<file path="src/rtl/vga_sched_pkg.sv">
// Shared types and index arithmetic for the VGA pattern scheduler.
package vga_sched_pkg;

  typedef enum logic [1:0] {
    StIdle,
    StRun,
    StPause
  } sched_state_e;

  typedef enum logic [1:0] {
    ReqNone,
    ReqNext,
    ReqPrev
  } req_e;

  // Step a pattern index by one in the requested direction, wrapping inside 0..num_pat-1.
  function automatic int unsigned pat_step(input int unsigned idx, input req_e req,
                                           input int unsigned num_pat);
    int unsigned res;
    res = idx;
    case (req)
      ReqNext: res = (idx == num_pat - 32'd1) ? 32'd0 : idx + 32'd1;
      ReqPrev: res = (idx == 32'd0) ? num_pat - 32'd1 : idx - 32'd1;
      default: res = idx;
    endcase
    return res;
  endfunction

endpackage

</file>
<file path="src/rtl/vga_frame_tick.sv">
// Frame-start detector: registers vsync, normalises its polarity and emits a one-cycle
// frame_tick on each inactive->active transition; also keeps the free-running frame count.
module vga_frame_tick #(
  parameter int unsigned VS_ACTIVE_LOW = 1,
  parameter int unsigned FCNT_W        = 16
) (
  input  logic              i_clk,
  input  logic              i_rst,
  input  logic              i_vsync,
  output logic              o_frame_tick,
  output logic [FCNT_W-1:0] o_frame_cnt
);

  logic              w_vs_act;
  logic              r_vs_act;
  logic              r_vs_prev;
  logic [FCNT_W-1:0] r_fcnt;

  assign w_vs_act = (VS_ACTIVE_LOW != 0) ? ~i_vsync : i_vsync;

  always_ff @(posedge i_clk or posedge i_rst) begin
    if (i_rst) begin
      r_vs_act  <= 1'b0;
      r_vs_prev <= 1'b0;
      r_fcnt    <= '0;
    end else begin
      r_vs_act  <= w_vs_act;
      r_vs_prev <= r_vs_act;
      if (o_frame_tick) begin
        r_fcnt <= r_fcnt + FCNT_W'(1);
      end
    end
  end

  assign o_frame_tick = r_vs_act & ~r_vs_prev;
  assign o_frame_cnt  = r_fcnt;

endmodule

</file>
<file path="src/rtl/vga_pattern_sched.sv">
// Frame-synchronous test-pattern scheduler: auto-advance, next/prev/pause keys, all changes
// applied at frame boundaries. Define VGA_SCHED_BLANK_EN to insert a blank frame before each change.
module vga_pattern_sched
  import vga_sched_pkg::*;
#(
  parameter int unsigned NUM_PAT       = 8,
  parameter int unsigned PAT_W         = 3,
  parameter int unsigned DWELL_FRAMES  = 120,
  parameter int unsigned VS_ACTIVE_LOW = 1,
  parameter int unsigned FCNT_W        = 16
) (
  input  logic              i_clk,
  input  logic              i_rst,
  input  logic              i_vsync,
  input  logic              i_key_next,
  input  logic              i_key_prev,
  input  logic              i_key_pause,
  output logic [PAT_W-1:0]  o_pattern_sel,
  output logic              o_pat_update,
  output logic              o_paused,
  output logic              o_sched_active,
  output logic              o_pattern_blank,
  output logic [FCNT_W-1:0] o_frame_cnt
);

  localparam int unsigned DWELL_W = (DWELL_FRAMES > 1) ? $clog2(DWELL_FRAMES) : 1;

  logic               w_tick;
  sched_state_e       r_state, w_state_nxt;
  logic [PAT_W-1:0]   r_sel, w_sel_nxt, w_tgt;
  logic               r_upd, w_upd_nxt;
  logic               r_paused, w_paused_nxt;
  logic               r_active, w_active_nxt;
  logic [DWELL_W-1:0] r_dwell, w_dwell_nxt;
  req_e               r_pend, w_pend_nxt;
  logic               w_change;

  vga_frame_tick #(
    .VS_ACTIVE_LOW (VS_ACTIVE_LOW),
    .FCNT_W        (FCNT_W)
  ) u_frame_tick (
    .i_clk        (i_clk),
    .i_rst        (i_rst),
    .i_vsync      (i_vsync),
    .o_frame_tick (w_tick),
    .o_frame_cnt  (o_frame_cnt)
  );

`ifdef VGA_SCHED_BLANK_EN
  logic             r_blank, w_blank_nxt;
  logic [PAT_W-1:0] r_tgt, w_tgt_nxt;
`endif

  always_comb begin
    w_state_nxt  = r_state;
    w_sel_nxt    = r_sel;
    w_upd_nxt    = 1'b0;
    w_paused_nxt = r_paused;
    w_active_nxt = r_active;
    w_dwell_nxt  = r_dwell;
    w_pend_nxt   = r_pend;
    w_change     = 1'b0;
    w_tgt        = r_sel;
`ifdef VGA_SCHED_BLANK_EN
    w_blank_nxt  = r_blank;
    w_tgt_nxt    = r_tgt;
`endif

    if (r_state != StIdle && i_key_pause) begin
      w_paused_nxt = ~r_paused;
    end

    case (r_state)
      StIdle: begin
        // First boundary only arms the scheduler; latched requests wait for the next one.
        if (w_tick) begin
          w_state_nxt  = StRun;
          w_active_nxt = 1'b1;
          w_upd_nxt    = 1'b1;
        end
      end
      StRun, StPause: begin
        if (w_tick) begin
`ifdef VGA_SCHED_BLANK_EN
          if (r_blank) begin
            w_sel_nxt   = r_tgt;
            w_upd_nxt   = 1'b1;
            w_blank_nxt = 1'b0;
          end else
`endif
          if (r_pend != ReqNone) begin
            w_tgt      = PAT_W'(pat_step(32'(r_sel), r_pend, NUM_PAT));
            w_change   = 1'b1;
            w_pend_nxt = ReqNone;
            if (r_state == StRun) begin
              w_dwell_nxt = '0;
            end
          end else if (r_state == StRun) begin
            if (r_dwell == DWELL_W'(DWELL_FRAMES - 1)) begin
              w_tgt       = PAT_W'(pat_step(32'(r_sel), ReqNext, NUM_PAT));
              w_change    = 1'b1;
              w_dwell_nxt = '0;
            end else begin
              w_dwell_nxt = r_dwell + DWELL_W'(1);
            end
          end
        end
        w_state_nxt = w_paused_nxt ? StPause : StRun;
      end
      default: w_state_nxt = StIdle;
    endcase

    // A key in the tick cycle lands after the tick has consumed pending.
    if (i_key_next ^ i_key_prev) begin
      w_pend_nxt = i_key_next ? ReqNext : ReqPrev;
    end

    if (w_change) begin
`ifdef VGA_SCHED_BLANK_EN
      w_blank_nxt = 1'b1;
      w_tgt_nxt   = w_tgt;
`else
      w_sel_nxt   = w_tgt;
      w_upd_nxt   = 1'b1;
`endif
    end
  end

  always_ff @(posedge i_clk or posedge i_rst) begin
    if (i_rst) begin
      r_state  <= StIdle;
      r_sel    <= '0;
      r_upd    <= 1'b0;
      r_paused <= 1'b0;
      r_active <= 1'b0;
      r_dwell  <= '0;
      r_pend   <= ReqNone;
    end else begin
      r_state  <= w_state_nxt;
      r_sel    <= w_sel_nxt;
      r_upd    <= w_upd_nxt;
      r_paused <= w_paused_nxt;
      r_active <= w_active_nxt;
      r_dwell  <= w_dwell_nxt;
      r_pend   <= w_pend_nxt;
    end
  end

`ifdef VGA_SCHED_BLANK_EN
  always_ff @(posedge i_clk or posedge i_rst) begin
    if (i_rst) begin
      r_blank <= 1'b0;
      r_tgt   <= '0;
    end else begin
      r_blank <= w_blank_nxt;
      r_tgt   <= w_tgt_nxt;
    end
  end

  assign o_pattern_blank = r_blank;
`else
  assign o_pattern_blank = 1'b0;
`endif

  assign o_pattern_sel  = r_sel;
  assign o_pat_update   = r_upd;
  assign o_paused       = r_paused;
  assign o_sched_active = r_active;

endmodule

</file>
<file path="config.mk">
export PLATFORM = sky130hd
export DESIGN_NAME = vga_pattern_sched
export DESIGN_NICKNAME = d
export VERILOG_FILES = /design/src/rtl/vga_sched_pkg.sv /design/src/rtl/vga_frame_tick.sv /design/src/rtl/vga_pattern_sched.sv
export SDC_FILE = /design/constraint.sdc
export NUM_CORES = 1
export LEC_CHECK = 0
export ABC_CLOCK_PERIOD_IN_PS = 3580
export CORE_MARGIN = 2
export CORE_UTILIZATION = 39
export CTS_CLUSTER_DIAMETER = 50
export DETAILED_ROUTE_END_ITERATION = 16
export HOLD_SLACK_MARGIN = 0.1
export PLACE_DENSITY_LB_ADDON = 0.2
export SLEW_MARGIN = 20
export SYNTH_ARGS = -nofsm -noshare
export SYNTH_HDL_FRONTEND = slang
export SYNTH_SLANG_ARGS = --single-unit
</file>
<file path="constraint.sdc">
create_clock -name i_clk -period 3.58 [get_ports i_clk]
set_clock_uncertainty 0.15 [all_clocks]
set_input_delay 0.716 -clock i_clk [delete_from_list [all_inputs] [get_ports i_clk]]
set_output_delay 0.716 -clock i_clk [all_outputs]
set_load 0.005 [all_outputs]
</file>
Yosys cells after proc, flatten, opt, wreduce, memory -nomap -nowiden

Index checks and enable logic that the tools add are counted.

Flip-flop bits (word level): 35
Bits of input ports: 6
Word-level logic and storage cells: 69

$add $sub $neg: 4
Reductions and logical operators: 15
Multiplexer cells: 27
Eq/ne operators: 8
Bitwise gates (word level): 5

Operators with widths:

| kind                  | count |
|---|---|
| $mux 7                | 4 |
| $add 16x1->16 const B | 1 |
| $mux 3                | 5 |
| $mux 2                | 7 |
| $reduce_bool 2->1     | 7 |
| $mux 1                | 9 |
| $add 7x1->7 const B   | 1 |
| $eq 7x7->1 const B    | 1 |
| $pmux 3 s2            | 1 |
| $reduce_and 3->1      | 2 |
| $reduce_and 6->1      | 1 |
| $eq 2x1->1 const B    | 2 |
| $eq 2x2->1 const B    | 2 |
| $pmux 2 s2            | 1 |
| $add 3x1->3 const B   | 1 |
| $eq 3x3->1 const B    | 1 |
| $logic_not 3->1       | 1 |
| $ne 3x1->1 const B    | 1 |
| $not 1->1             | 3 |
| $sub 3x1->3 const B   | 1 |
| $logic_not 2->1       | 1 |
| $ne 2x1->1 const B    | 1 |
| $reduce_and 2->1      | 1 |
| $reduce_or 2->1       | 1 |
| other kinds (3)       | 3 |

Longest topological paths before layout

Depth in word-level cells: 7
Mapped depth: 6
Mapped depth without buffers: 6

Hierarchy

A second synthesis with hierarchy kept.

Cell total of the unflattened synthesis: 178
Area, all modules: 1838.0 um^2

Modules (own cells, without submodules):

| module            | seq. area each (um^2) | area an instance (um^2) | cells each | instances |
|---|---|---|---|---|
| vga_pattern_sched | 425.4                 | 1028.5                  | 112        | 1 |
| vga_frame_tick    | 450.4                 | 809.5                   | 66         | 1 |

Worst setup path after synthesis

No wires, ideal clock.

Path type: register to register
Start point: reg r_state[0]
End point: reg r_sel[0] (netlist: o_pattern_sel[0])
Setup slack: 1.760 ns
Setup time: 0.123 ns
Required time: 3.307 ns
Stages on the path, launching flop included: 7
Period minus slack after synthesis: 1.820 ns
Data arrival time: 1.547 ns
Path through: dfrtp_1 -> inv_1 -> ha_1 -> and3b_1 -> o21ai_1 -> or3_1 -> o221a_2

Cells in the longest elaborated chain, start to end: 6

RTL lines:

| what                           | RTL line                                         | source |
|---|---|---|
| from (decl)                    | vga_pattern_sched.sv:29                          | `sched_state_e r_state, w_state_nxt;` |
| from (signal assigned)         | vga_pattern_sched.sv:131                         | `r_state <= StIdle;` |
| from (signal assigned)         | vga_pattern_sched.sv:139                         | `r_state <= w_state_nxt;` |
| $eq 2x1->1                     | vga_pattern_sched.sv:73, vga_pattern_sched.sv:98 |  |
| $mux 1                         | vga_pattern_sched.sv:98                          | `end else if (r_state == StRun) begin` |
| $mux 1                         | vga_pattern_sched.sv:91                          | `if (r_pend != ReqNone) begin` |
| $mux 1                         | vga_pattern_sched.sv:83                          | `if (w_tick) begin` |
| $mux 1                         | vga_pattern_sched.sv:73                          | `case (r_state)` |
| $reduce_and 6->1 (no line) (*) | --                                               |  |
| to (signal assigned)           | vga_pattern_sched.sv:140                         | `r_sel <= w_sel_nxt;` |
| to (decl)                      | vga_pattern_sched.sv:30                          | `logic [PAT_W-1:0] r_sel, w_sel_nxt, w_tgt;` |

Mark *: on every way between the ends. The rest lies on a longest branch, timed or not.
A chain may end at the register's enable or synchronous reset.

Worst setup path after layout

Start point: reg r_sel[2] (netlist: o_pattern_sel[2])
End point: out o_pattern_sel[2]

RTL lines:

| what      | RTL line                | source |
|---|---|---|
| to (decl) | vga_pattern_sched.sv:18 | `output logic [PAT_W-1:0] o_pattern_sel,` |

No word-level cell between the ends.

==> summary.txt <==
Outcome
  – Status: finished, final reports clean

Worst setup path
  – Crit path kind: flip-flop to primary output
  – Crit path from: o_pattern_sel[2]
  – Critical path peak fanout: 7
  – FF-to-FF End: o_pattern_sel[0]
  – Worst endpoint required time: ~2.7 ns
  – Worst path bufs/invs: 1
  – Crit-path slowest cell: clkdlybuf4s50_1
  – Slowest cell delay on critical path: around 0.56 ns
  – Crit path DAT: about 1.3 ns
  – Origin of the critical flop-to-flop path: r_state[0]
  – Crit-path leading delay family: buffers and inverters
  – CP Cell Sequence: clkdlybuf4s50_1
  – CP startpoint kind: flip-flop
  – CP endpoint kind: primary output
  – R2R setup slack: ~1.6 ns
  – R2R depth: 6
  – CP Capture Point: o_pattern_sel[2]
  – CP Depth: 1

Cells and area
  – Share of cells above drive strength 1: 0.0605
  – Final antenna diode count: 0
  – P&R area growth vs syn: 25.0%
  – Fin util: 0.516
  – # nets final: 231

Synthesis
  – Commonest cells in the netlist: 35 x dfrtp_1, 22 x nand2_1, 14 x nor2_1, 12 x xnor2_1, 11 x ha_1
  – Ys Warns: 0
  – Register area share after synthesis: 0.477
  – Count leader, synth: dfrtp_1
  – Area leader, netlist: dfrtp_1
  – Unique masters post-synth: 41
  – Main area contributors after synthesis: dfrtp_1 48%, ha_1 7.5%, xnor2_1 5.7%
  – Ys async rst share: 1.00
  – Synth Cell Area: 1830 sq um
  – Synth Flop Type: dfrtp_1
  – Synthesis-stage register bit count: 35
  – Post-synth top area share: 0.477
  – Syn Nets: between 150 and 200
  – Cells after Synth: between 150 and 200
  – Average size of a mapped cell: 10.1 sq um
  – Post-synth EDFFs: 0

Detailed routing
  – Final wirelength: 3.59 mm
  – Vias per inst: 5.43
  – DRC: 0
  – DR WL/cell: ~13 um
  – Final ANT Viol Nets: 0
  – Vias post-DR: 1,449
  – First-pass DRT Iterations: 4
  – Starting DRT DRC Count: 61

Global route
  – GRT overflow: 0
  – Global-route wire length before repair: between 6 and 7 mm
  – Number of global-route vias before repair: between 1,000 and 1,500
  – GRT Overall Usage: 0.154
  – Initial antenna violation count: 0
  – Largest net degree at the start of global routing: 36

Pwr
  – Pwr per Cell Area: 628 nW/um^2
  – VDD IR-drop max: 0.000295 V
  – Total Power: 1.44 mW
  – P_leak: 1.04 nW

Timing
  – Final Hold Fails: 0
  – Final Max Tran Viols: 0
  – Min Tclk post-route: 2.16 ns
  – Setup-failing EPs final: 0
  – Fin Setup TNS: 0 ns
  – Tcrit/Tclk final: 0.603
  – Fmax: roughly 0.46 GHz
  – Unrepaired setup endpoints after global routing: false

Clock tree
  – H-tree lvl count: 2
  – Clk slew on worst S/H paths: 0.07 ns
  – Clk sink count: 35
  – Total CTS buffers: 5
  – Post-CTS setup buffers: 0
  – Clock Latency Late Sink: 0.28 ns
  – Post-CTS Resized: 0
  – Clock Tree Buf Depth: 2
  – Cts hold-fix bufs: 0
  – CTS tree: done
  – CTS root buffer: clkbuf_8

Die
  – Die ar.: 5270 sq um
  – Initial core utilization: 0.413
  – Row Count: 24
  – Chip Width: 72.6 um
  – Core ar.: 4440 sq um
  – Die Y: ~73 um
  – IO Pins: 29

Placement
  – DP HPWL: 2.66 mm
  – GPL Wtd Cong: 0.798
  – # port buffers: 27

Job
  – Max Cap Violations: 0

Hold path
  – Worst hold-check path type: flip-flop to flip-flop
-- cell usage in the layout, fill, tap and decap left out, types with 2 or more instances in the layout --
master            n
o31ai_1           3
nor3_1            7
clkdlybuf4s50_1  27
nand4_1           4
inv_1            10
or3_1             2
a31oi_1           3
ha_1             11
nand3_1           5
and4b_1           2
o21ai_0           3
nor2_1           14
nand2_1          22
and3_1            2
nand3b_1          3
xnor2_1          12
nand2b_1          5
a21o_1            2
dfrtp_1          35
nor2b_1           2
and4_1            2
clkbuf_8          5
a21oi_1           6
xor2_1            7
bufinv_16         2
-- worst min path at each step --
| stage | from | end | slack [ns] | depth (start not counted) |
|---|---|---|---|---|
| 2_1_floorplan | o_sched_active | o_sched_active | 0.30 | 1 |
| 3_3_place_gp | o_sched_active | o_sched_active | 0.29 | 1 |
| 3_5_place_dp | o_sched_active | o_sched_active | 0.30 | 1 |
| 4_1_cts | o_sched_active | o_sched_active | 0.32 | 1 |
| 5_1_grt | o_sched_active | o_sched_active | 0.33 | 1 |
| 6_report | o_sched_active | o_sched_active | 0.31 | 1 |
-- report_power, final --
part | internal [mW] | switching, mW
combinational | 0.238 | 0.207
sequential | 0.474 | 0.103
clock | 0.278 | 0.139
-- sequential cells by signal (all words and copies together), names as in the netlist, 2 cells and up --
register	flops
o_pattern_sel	3
r_dwell	7
r_pend	2
r_state	2
u_frame_tick.o_frame_cnt	16
-- cell type report --
cell class | count | area, sq um
clock buffer | 6 | 72.6
multi-input combinational | 134 | 903
clock inverter | 2 | 60.1
fill | 396 | 2150
tap | 52 | 65.1
inverter | 10 | 37.5
timing repair buffer | 28 | 278
sequential | 35 | 876
-- worst reg2reg max path, cell delays in order (launching register included) --
cell	delay [ns]
dfrtp_1	0.41
inv_1	0.06
ha_1	0.31
and3b_1	0.23
o21ai_1	0.11
or3_1	0.34
o221a_2	0.23
-- layer usage --
metal | wire, um | global-route usage | vias to the layer above
met5 | 0 | 0 | -
met4 | 51 | 0.0658 | 0
met3 | 145 | 0.0414 | 9
met2 | 1860 | 0.257 | 40
met1 | 1530 | 0.189 | 703
li1 | - | - | 697
-- logic make-up (layout without fill, tap and decap cells) --
group,count (synthesis),in the layout,share of synthesized area
DFF,35,35,0.477
and+or+nand+nor,75,75,0.214
xor gates and xnor gates,19,19,0.0907
adders and majority gates,11,11,0.0750
AOI/OAI and AO/OA,27,27,0.105
muxes,1,1,0.00614
other,1,1,0.00204
buffers and inverters,13,46,0.0300
-- metrics by stage --
stage                     worst slack (ns)  std cells  hold WS [ns]  area, sq um
after floorplan                       1.76        182         0.301         1830
after global placement                1.56        259         0.293         2160
after detailed placement              1.51        259         0.299         2160
after CTS                             1.41        267         0.315         2290
after global routing                  1.38        267         0.327         2290
final                                 1.42        267         0.311         2290
Note: power is estimated with default switching activity, not from simulation.
